==> src/rtl/crc16_arbiter_engine_if.sv <==
// rtl/crc16_arbiter_engine_if.sv - seal/CPU request and CRC result bundle for crc16_arbiter_engine
interface crc16_arbiter_engine_if;
  logic        seal_init;
  logic        seal_feed;
  logic [7:0]  seal_byte;
  logic        cpu_data_wr;
  logic        cpu_ctrl_wr;
  logic [7:0]  cpu_wdata;
  logic        crc_busy;
  logic [15:0] crc_value;
  logic [31:0] cpu_rdata;

  modport master (
    output seal_init, seal_feed, seal_byte, cpu_data_wr, cpu_ctrl_wr, cpu_wdata,
    input  crc_busy, crc_value, cpu_rdata
  );

  modport slave (
    input  seal_init, seal_feed, seal_byte, cpu_data_wr, cpu_ctrl_wr, cpu_wdata,
    output crc_busy, crc_value, cpu_rdata
  );
endinterface

==> src/rtl/crc16_arbiter_engine.sv <==
// rtl/crc16_arbiter_engine.sv - shared CRC-16/CCITT-FALSE engine, seal port over CPU port
// CRC16_FAST_EN: process a whole byte in the accept cycle instead of the 8-cycle bit-serial SHIFT.
module crc16_arbiter_engine #(
  parameter logic [15:0] POLY = 16'h1021,
  parameter logic [15:0] INIT = 16'hFFFF
) (
  input  logic                   clk,
  input  logic                   rst,
  crc16_arbiter_engine_if.slave  bus
);

  logic        init_req;
  logic        clr_req;
  logic        set_ovr;
  logic        set_drop;
  logic [15:0] crc_q, crc_d;
  logic        ovr_q, ovr_d;
  logic        drop_q, drop_d;

  function automatic logic [15:0] crc_bit(input logic [15:0] c, input logic d);
    logic fb;
    fb = c[15] ^ d;
    return {c[14:0], 1'b0} ^ (fb ? POLY : 16'h0000);
  endfunction

  assign init_req = bus.seal_init | (bus.cpu_ctrl_wr & bus.cpu_wdata[0]);
  assign clr_req  = bus.cpu_ctrl_wr & bus.cpu_wdata[1];

`ifdef CRC16_FAST_EN

  function automatic logic [15:0] crc_byte(input logic [15:0] c, input logic [7:0] b);
    logic [15:0] r;
    r = c;
    for (int i = 7; i >= 0; i--) begin
      r = crc_bit(r, b[i]);
    end
    return r;
  endfunction

  always_comb begin
    crc_d    = crc_q;
    set_ovr  = 1'b0;
    set_drop = 1'b0;
    if (init_req) begin
      crc_d    = INIT;
      set_ovr  = bus.seal_feed;
      set_drop = bus.cpu_data_wr;
    end else if (bus.seal_feed) begin
      crc_d    = crc_byte(crc_q, bus.seal_byte);
      set_drop = bus.cpu_data_wr;
    end else if (bus.cpu_data_wr) begin
      crc_d    = crc_byte(crc_q, bus.cpu_wdata);
    end
  end

  assign bus.crc_busy = bus.seal_feed | bus.cpu_data_wr;

`else

  typedef enum logic {IDLE, SHIFT} state_t;

  state_t      state_q, state_d;
  logic [7:0]  data_q, data_d;
  logic [2:0]  cnt_q, cnt_d;

  always_ff @(posedge clk or posedge rst) begin
    if (rst) begin
      state_q <= IDLE;
      data_q  <= 8'h00;
      cnt_q   <= 3'd0;
    end else begin
      state_q <= state_d;
      data_q  <= data_d;
      cnt_q   <= cnt_d;
    end
  end

  // Init outranks everything, including a SHIFT in flight; feeds lose to init or to SHIFT.
  always_comb begin
    state_d  = state_q;
    data_d   = data_q;
    cnt_d    = cnt_q;
    crc_d    = crc_q;
    set_ovr  = 1'b0;
    set_drop = 1'b0;
    if (init_req) begin
      crc_d    = INIT;
      state_d  = IDLE;
      set_ovr  = bus.seal_feed;
      set_drop = bus.cpu_data_wr;
    end else if (state_q == SHIFT) begin
      crc_d    = crc_bit(crc_q, data_q[7]);
      data_d   = {data_q[6:0], 1'b0};
      cnt_d    = cnt_q + 3'd1;
      set_ovr  = bus.seal_feed;
      set_drop = bus.cpu_data_wr;
      if (cnt_q == 3'd7) begin
        state_d = IDLE;
      end
    end else if (bus.seal_feed) begin
      data_d   = bus.seal_byte;
      cnt_d    = 3'd0;
      state_d  = SHIFT;
      set_drop = bus.cpu_data_wr;
    end else if (bus.cpu_data_wr) begin
      data_d   = bus.cpu_wdata;
      cnt_d    = 3'd0;
      state_d  = SHIFT;
    end
  end

  // Feed inputs are folded in so the sequencer sees busy at the edge closing its feed cycle.
  assign bus.crc_busy = (state_q == SHIFT) | bus.seal_feed | bus.cpu_data_wr;

`endif

  always_comb begin
    ovr_d  = (ovr_q  & ~clr_req) | set_ovr;
    drop_d = (drop_q & ~clr_req) | set_drop;
  end

  always_ff @(posedge clk or posedge rst) begin
    if (rst) begin
      crc_q  <= INIT;
      ovr_q  <= 1'b0;
      drop_q <= 1'b0;
    end else begin
      crc_q  <= crc_d;
      ovr_q  <= ovr_d;
      drop_q <= drop_d;
    end
  end

  assign bus.crc_value = crc_q;
  assign bus.cpu_rdata = {13'b0, ovr_q, drop_q, bus.crc_busy, crc_q};

endmodule

==> src/flat_wrapper.sv <==
// flat-port wrapper written by rule: the top's interface ports become plain ports
module crc16_arbiter_engine_flat 
#(
  parameter logic [15:0] POLY = 16'h1021,
  parameter logic [15:0] INIT = 16'hFFFF
)
  (clk, rst, bus_seal_init, bus_seal_feed, bus_seal_byte, bus_cpu_data_wr, bus_cpu_ctrl_wr, bus_cpu_wdata, bus_crc_busy, bus_crc_value, bus_cpu_rdata);
  crc16_arbiter_engine_if bus_i ();
  input  logic clk;
  input  logic rst;
  input wire logic [$bits(bus_i.seal_init)-1:0] bus_seal_init;
  input wire logic [$bits(bus_i.seal_feed)-1:0] bus_seal_feed;
  input wire logic [$bits(bus_i.seal_byte)-1:0] bus_seal_byte;
  input wire logic [$bits(bus_i.cpu_data_wr)-1:0] bus_cpu_data_wr;
  input wire logic [$bits(bus_i.cpu_ctrl_wr)-1:0] bus_cpu_ctrl_wr;
  input wire logic [$bits(bus_i.cpu_wdata)-1:0] bus_cpu_wdata;
  output wire logic [$bits(bus_i.crc_busy)-1:0] bus_crc_busy;
  output wire logic [$bits(bus_i.crc_value)-1:0] bus_crc_value;
  output wire logic [$bits(bus_i.cpu_rdata)-1:0] bus_cpu_rdata;
  assign bus_i.seal_init = bus_seal_init;
  assign bus_i.seal_feed = bus_seal_feed;
  assign bus_i.seal_byte = bus_seal_byte;
  assign bus_i.cpu_data_wr = bus_cpu_data_wr;
  assign bus_i.cpu_ctrl_wr = bus_cpu_ctrl_wr;
  assign bus_i.cpu_wdata = bus_cpu_wdata;
  assign bus_crc_busy = bus_i.crc_busy;
  assign bus_crc_value = bus_i.crc_value;
  assign bus_cpu_rdata = bus_i.cpu_rdata;
  crc16_arbiter_engine #(.POLY(POLY), .INIT(INIT)) u_core (.clk(clk), .rst(rst), .bus(bus_i));
endmodule
==> config.mk <==
export PLATFORM = sky130hd
export DESIGN_NAME = crc16_arbiter_engine_flat
export DESIGN_NICKNAME = d
export VERILOG_FILES = /design/src/rtl/crc16_arbiter_engine_if.sv /design/src/rtl/crc16_arbiter_engine.sv /design/src/flat_wrapper.sv
export SDC_FILE = /design/constraint.sdc
export NUM_CORES = 1
export LEC_CHECK = 0
export CORE_ASPECT_RATIO = 1.5
export CORE_MARGIN = 2
export CORE_UTILIZATION = 47
export CTS_BUF_LIST = sky130_fd_sc_hd__clkbuf_2
export DETAILED_ROUTE_END_ITERATION = 10
export PLACE_DENSITY = 0.88
export SLEW_MARGIN = 20
export SYNTH_ARGS = -nofsm -noshare
export SYNTH_HDL_FRONTEND = slang
export SYNTH_SLANG_ARGS = --single-unit
==> constraint.sdc <==
create_clock -name clk -period 3.6 [get_ports clk]
set_clock_uncertainty 0.15 [all_clocks]
set_input_delay 0.54 -clock clk [delete_from_list [all_inputs] [get_ports clk]]
set_output_delay 0.54 -clock clk [all_outputs]
set_load 0.01 [all_outputs]
# After elaboration in Yosys (flattened, before gate mapping)
# Index checks and enable logic that the tools add are counted.
dict set report totals {
  register_bits 30
  word_cells 43
}
dict set report classes {
  bitwise_logic 13
  n_eq_ne 1
  reduce_logical 3
  n_mux 19
  addsub 1
}
# op n
set op_table {}
lappend op_table {{16-bit 2-to-1 mux} 2}
lappend op_table {{8-bit 2-to-1 mux} 3}
lappend op_table {{16-bit XOR} 1}
lappend op_table {{13-bit 2-to-1 mux} 1}
lappend op_table {{1-bit 2-to-1 mux} 10}
lappend op_table {{3-bit 2-to-1 mux} 3}
lappend op_table {{1-bit OR} 5}
lappend op_table {{1-bit AND} 4}
lappend op_table {{3-bit by 1-bit adder with 3-bit output (second input constant)} 1}
lappend op_table {{3-bit == test (second input constant)} 1}
lappend op_table {{3-bit nonzero test} 1}
lappend op_table {{1-bit inverter} 2}
lappend op_table {{2-bit AND reduction} 1}
lappend op_table {{2-bit nonzero test} 1}
lappend op_table {{1-bit XOR} 1}

# Depth between registers and ports, before layout
dict set report logic_depth {
  word_depth 5
  mapped_depth 5
  mapped_depth_nobuf 4
}

# Worst setup path after synthesis
# Ideal clock, no wire load.
dict set report synth_path {
  path_kind {input to register}
  from {in bus_cpu_ctrl_wr}
  to {reg u_core.data_q[0]}
  t_arrival_ps 1527
  path_buffers 1
  setup_time_ps 125
  path_stages 4
  slack_ps 1798
  cell_sequence {a21oi_1 and2_4 buf_6 mux2_4}
}
dict set report synth_via {
  elab_chain_cells 4
}
# item line
set synth_lines {}
lappend synth_lines {{start: declaration} flat_wrapper.sv:15} ;# input wire logic [$bits(bus_i.cpu_ctrl_wr)-1:0] bus_cpu_ctrl_wr;
lappend synth_lines {{1-bit AND} crc16_arbiter_engine.sv:26} ;# assign init_req = bus.seal_init | (bus.cpu_ctrl_wr & bus.cpu_wdata[0]);
lappend synth_lines {{1-bit OR} crc16_arbiter_engine.sv:26}
lappend synth_lines {{1-bit inverter (no source line)} n/a}
lappend synth_lines {{2-bit AND reduction (no source line)} n/a}
lappend synth_lines {{end signal: assignment} crc16_arbiter_engine.sv:73} ;# data_q <= data_d;
lappend synth_lines {{end: declaration} crc16_arbiter_engine.sv:63} ;# logic [7:0] data_q, data_d;
# Every way passes these cells.
# A chain may end at the register's enable or synchronous reset.

# Worst setup path after layout
dict set report layout_path {
  from {in bus_seal_feed}
  to {out bus_cpu_rdata[16]}
}
dict set report layout_via {
  elab_chain_cells 2
}
# item line
set layout_lines {}
lappend layout_lines {{start: declaration} flat_wrapper.sv:12} ;# input wire logic [$bits(bus_i.seal_feed)-1:0] bus_seal_feed;
lappend layout_lines {{1-bit OR (2 in series)} crc16_arbiter_engine.sv:113} ;# assign bus.crc_busy = (state_q == SHIFT) | bus.seal_feed | bus.cpu_data_wr;
lappend layout_lines {{end: declaration} flat_wrapper.sv:19} ;# output wire logic [$bits(bus_i.cpu_rdata)-1:0] bus_cpu_rdata;
# Every way passes these cells.

==> results.cfg <==
[outcome]
status = complete, no violations

[yosys]
async_reset_ff_share_pct = 100
yosys_warnings = 0
synth_top_area_share_pct = 26.1
yosys_most_used_dff = dfstp_2
synthCells = 142
syn_area_um2 = 1610
ys_seq_area_share_pct = 47.8
syn_area_per_cell_um2 = 11.4
yosys.cell_types.count = 24
synth-edff-count = 0
ys_seq_elements = 30
yosysTopAreaCell = dfstp_2
synth.area.top_cells = dfstp_2, dfrtp_1, buf_4

[cts]
cts_resized = 0
cts_setup_buffers = 0
hold_buffers = 0
cts.sinks = 30
h-tree-depth = 2
cts_tree = yes
clockBufferDepth = 2
clock_latency_ps = 370
cts_made_buffers = 5
clkTransAtPathRegs_ps = 130
root_buffer = clkbuf_2

[worst_setup_path]
setup.worst_path.start_class = primary input
timing.rr.end = u_core.data_q[4]
worstPathRequired_ps = 2910
path_max_fanout = 11
r2r_start = u_core.state_q
arrival_ps = 2020
crit_type = in -> out
r2r_slack_ps = 1710
ff2ff_path_depth = 3
end_kind = output port

[flow_run]
maxCapViolCount = 0

[routing]
wire_per_inst_um = 13.1
ant_nets = 0
drt_iter0_drc = 9
vias = 1111
drc = 0
drt-pass1-iter-count = 4
vias_per_cell = 4.98
wl_mm = 2.92

[power]
ir_worst_vdd_v = 0.000205
powerDensity_nw_per_um2 = 355
leakage_nw = 0.860

[worst_hold_path]
worstHoldStart = u_core.cnt_q[0]
hold_depth = 1
whs_endpoint = u_core.cnt_q[0]
hold_path.class = reg -> reg

[cells_and_area]
drive_above_1_share_pct = 19.3
final_cell_area_um2 = 2050
synthToLayoutAreaGrowth_pct = 27.2
diodes = 0
fill_cells = 291
finalNetCount = 204

[sta]
rsz0062_at_grt = false
slew_headroom_pct = 58.7
finalMaxSlewViolations = 0
setup_tns_ps = 0
max_freq_ghz = 0.369
tightest_slew_ps = 620
hold_viol = 0
finalSetupViolCount = 0
finalCriticalPeriod_ps = 2710
min_period_over_period_pct = 75.3

[global_route]
grt-ovfl-total = 0
grt_max_degree = 31
grt_pass1_wl_mm = 4.79
grt_pass1_vias = 1105
grt_antenna_before_repair = 0
grt_usage_pct = 17.0

[placement]
portBuffers = 57
dpl.hpwl_mm = 2.30
place_area_um2 = 2010
globalplace.congestion = 0.723

[die]
num_rows = 26
die_w_um = 51.8
die_h_um = 75.7
dieArea_um2 = 3930
pin_count = 71
core_um2 = 3350
start_util_pct = 48.1
==> cells in the final DEF, fill, tap and decap left out, drive strengths merged <==
cell type / instances
clkdlybuf4s50: 57
o22a: 16
dfstp: 16
dfrtp: 14
conb: 13
nand2: 10
o21ai: 9
mux2i: 8
mux2: 8
clkbuf: 6
a21oi: 3
xor2: 3
inv: 3
nand3: 2
nor2: 2
a22o: 2
ha: 2
clkinv: 2
nand2b: 1
or3: 1
and2: 1
a21boi: 1
buf: 1
==> layer usage <==
layer	track usage [%]	up-vias	routed length, um
li1	-	520	-
met1	16.1	522	972
met2	31.4	59	1610
met3	5.88	10	260
met4	9.36	0	78
met5	0	-	0
==> kinds of logic (layout without fill, tap and decap cells) <==
| logic type | Yosys count | after routing | share of synthesized area [%] |
|---|---|---|---|
| multiplexers | 16 | 16 | 11.9 |
| AO/OA/AOI/OAI | 31 | 31 | 14.0 |
| other | 1 | 13 | 0.233 |
| AND/OR/NAND/NOR | 17 | 17 | 5.04 |
| flip-flops | 30 | 30 | 47.8 |
| XOR/XNOR | 3 | 3 | 1.63 |
| adder cells (fa/ha/maj) | 2 | 2 | 1.55 |
| buffers and inverters | 42 | 69 | 17.8 |
==> critical path, cell delays in order <==
cell and delay, ps:
clkdlybuf4s50_1 400, buf_4 200, or3_4 390, clkdlybuf4s50_1 500
==> cell usage after synthesis, types with 2 or more instances <==
master / instances
o21ai_0: 9
nor2_1: 2
dfstp_2: 16
mux2i_1: 8
o22a_1: 16
xor2_1: 3
buf_4: 32
clkbuf_1: 4
ha_1: 2
nand3_1: 2
inv_1: 3
a22o_1: 2
mux2_4: 6
a21oi_1: 3
dfrtp_1: 14
buf_2: 2
mux2_2: 2
nand2_1: 10
==> worst max path at each step <==
stage | from | to | slack (ps) | cells past startpoint
floorplan | bus_cpu_ctrl_wr | u_core.data_q[0] | 1800 | 4
global placement | bus_seal_feed | bus_cpu_rdata[16] | 880 | 4
detailed placement | bus_seal_feed | bus_cpu_rdata[16] | 880 | 4
CTS | bus_seal_feed | bus_cpu_rdata[16] | 880 | 4
global route | u_core.state_q | bus_cpu_rdata[16] | 800 | 2
finish | bus_seal_feed | bus_cpu_rdata[16] | 890 | 4
==> power breakdown <==
part,internal (W),leakage [nW],switching [W]
sequential,0.000378,0.338,0.0000297
clock,0.0000476,0.0304,0.000113
combinational,0.0000928,0.492,0.0000674
total,0.000519,0.860,0.000210
==> sequential cells by signal, indices dropped and copies added (netlist names) <==
signal,flops
u_core.cnt_q,3
u_core.drop_q,1
u_core.ovr_q,1
u_core.state_q,1
u_core.data_q,8
u_core.bus.crc_value,16
==> stage by stage <==
stage	hold WS (ps)	power [W]	util [%]	setup WS (ps)	instances
after floorplan	297	0.000531	-	1800	154
after global placement	310	0.000567	60.0	883	215
after global routing	369	0.000778	61.2	801	223
after CTS	347	0.000737	61.2	877	223
after detailed placement	327	0.000576	60.0	878	215
final	345	0.000729	61.2	890	223
==> cell type report <==
type	instances	area (um^2)	area share, %
Tap cell	42	52.6	2.56
Inverter	3	11.3	0.549
Multi-Input combinational cell	82	599	29.2
Timing Repair Buffer	58	578	28.2
Clock inverter	2	8.76	0.427
Clock buffer	6	30.0	1.46
Sequential cell	30	771	37.6
(Power assumes the default switching activity.)
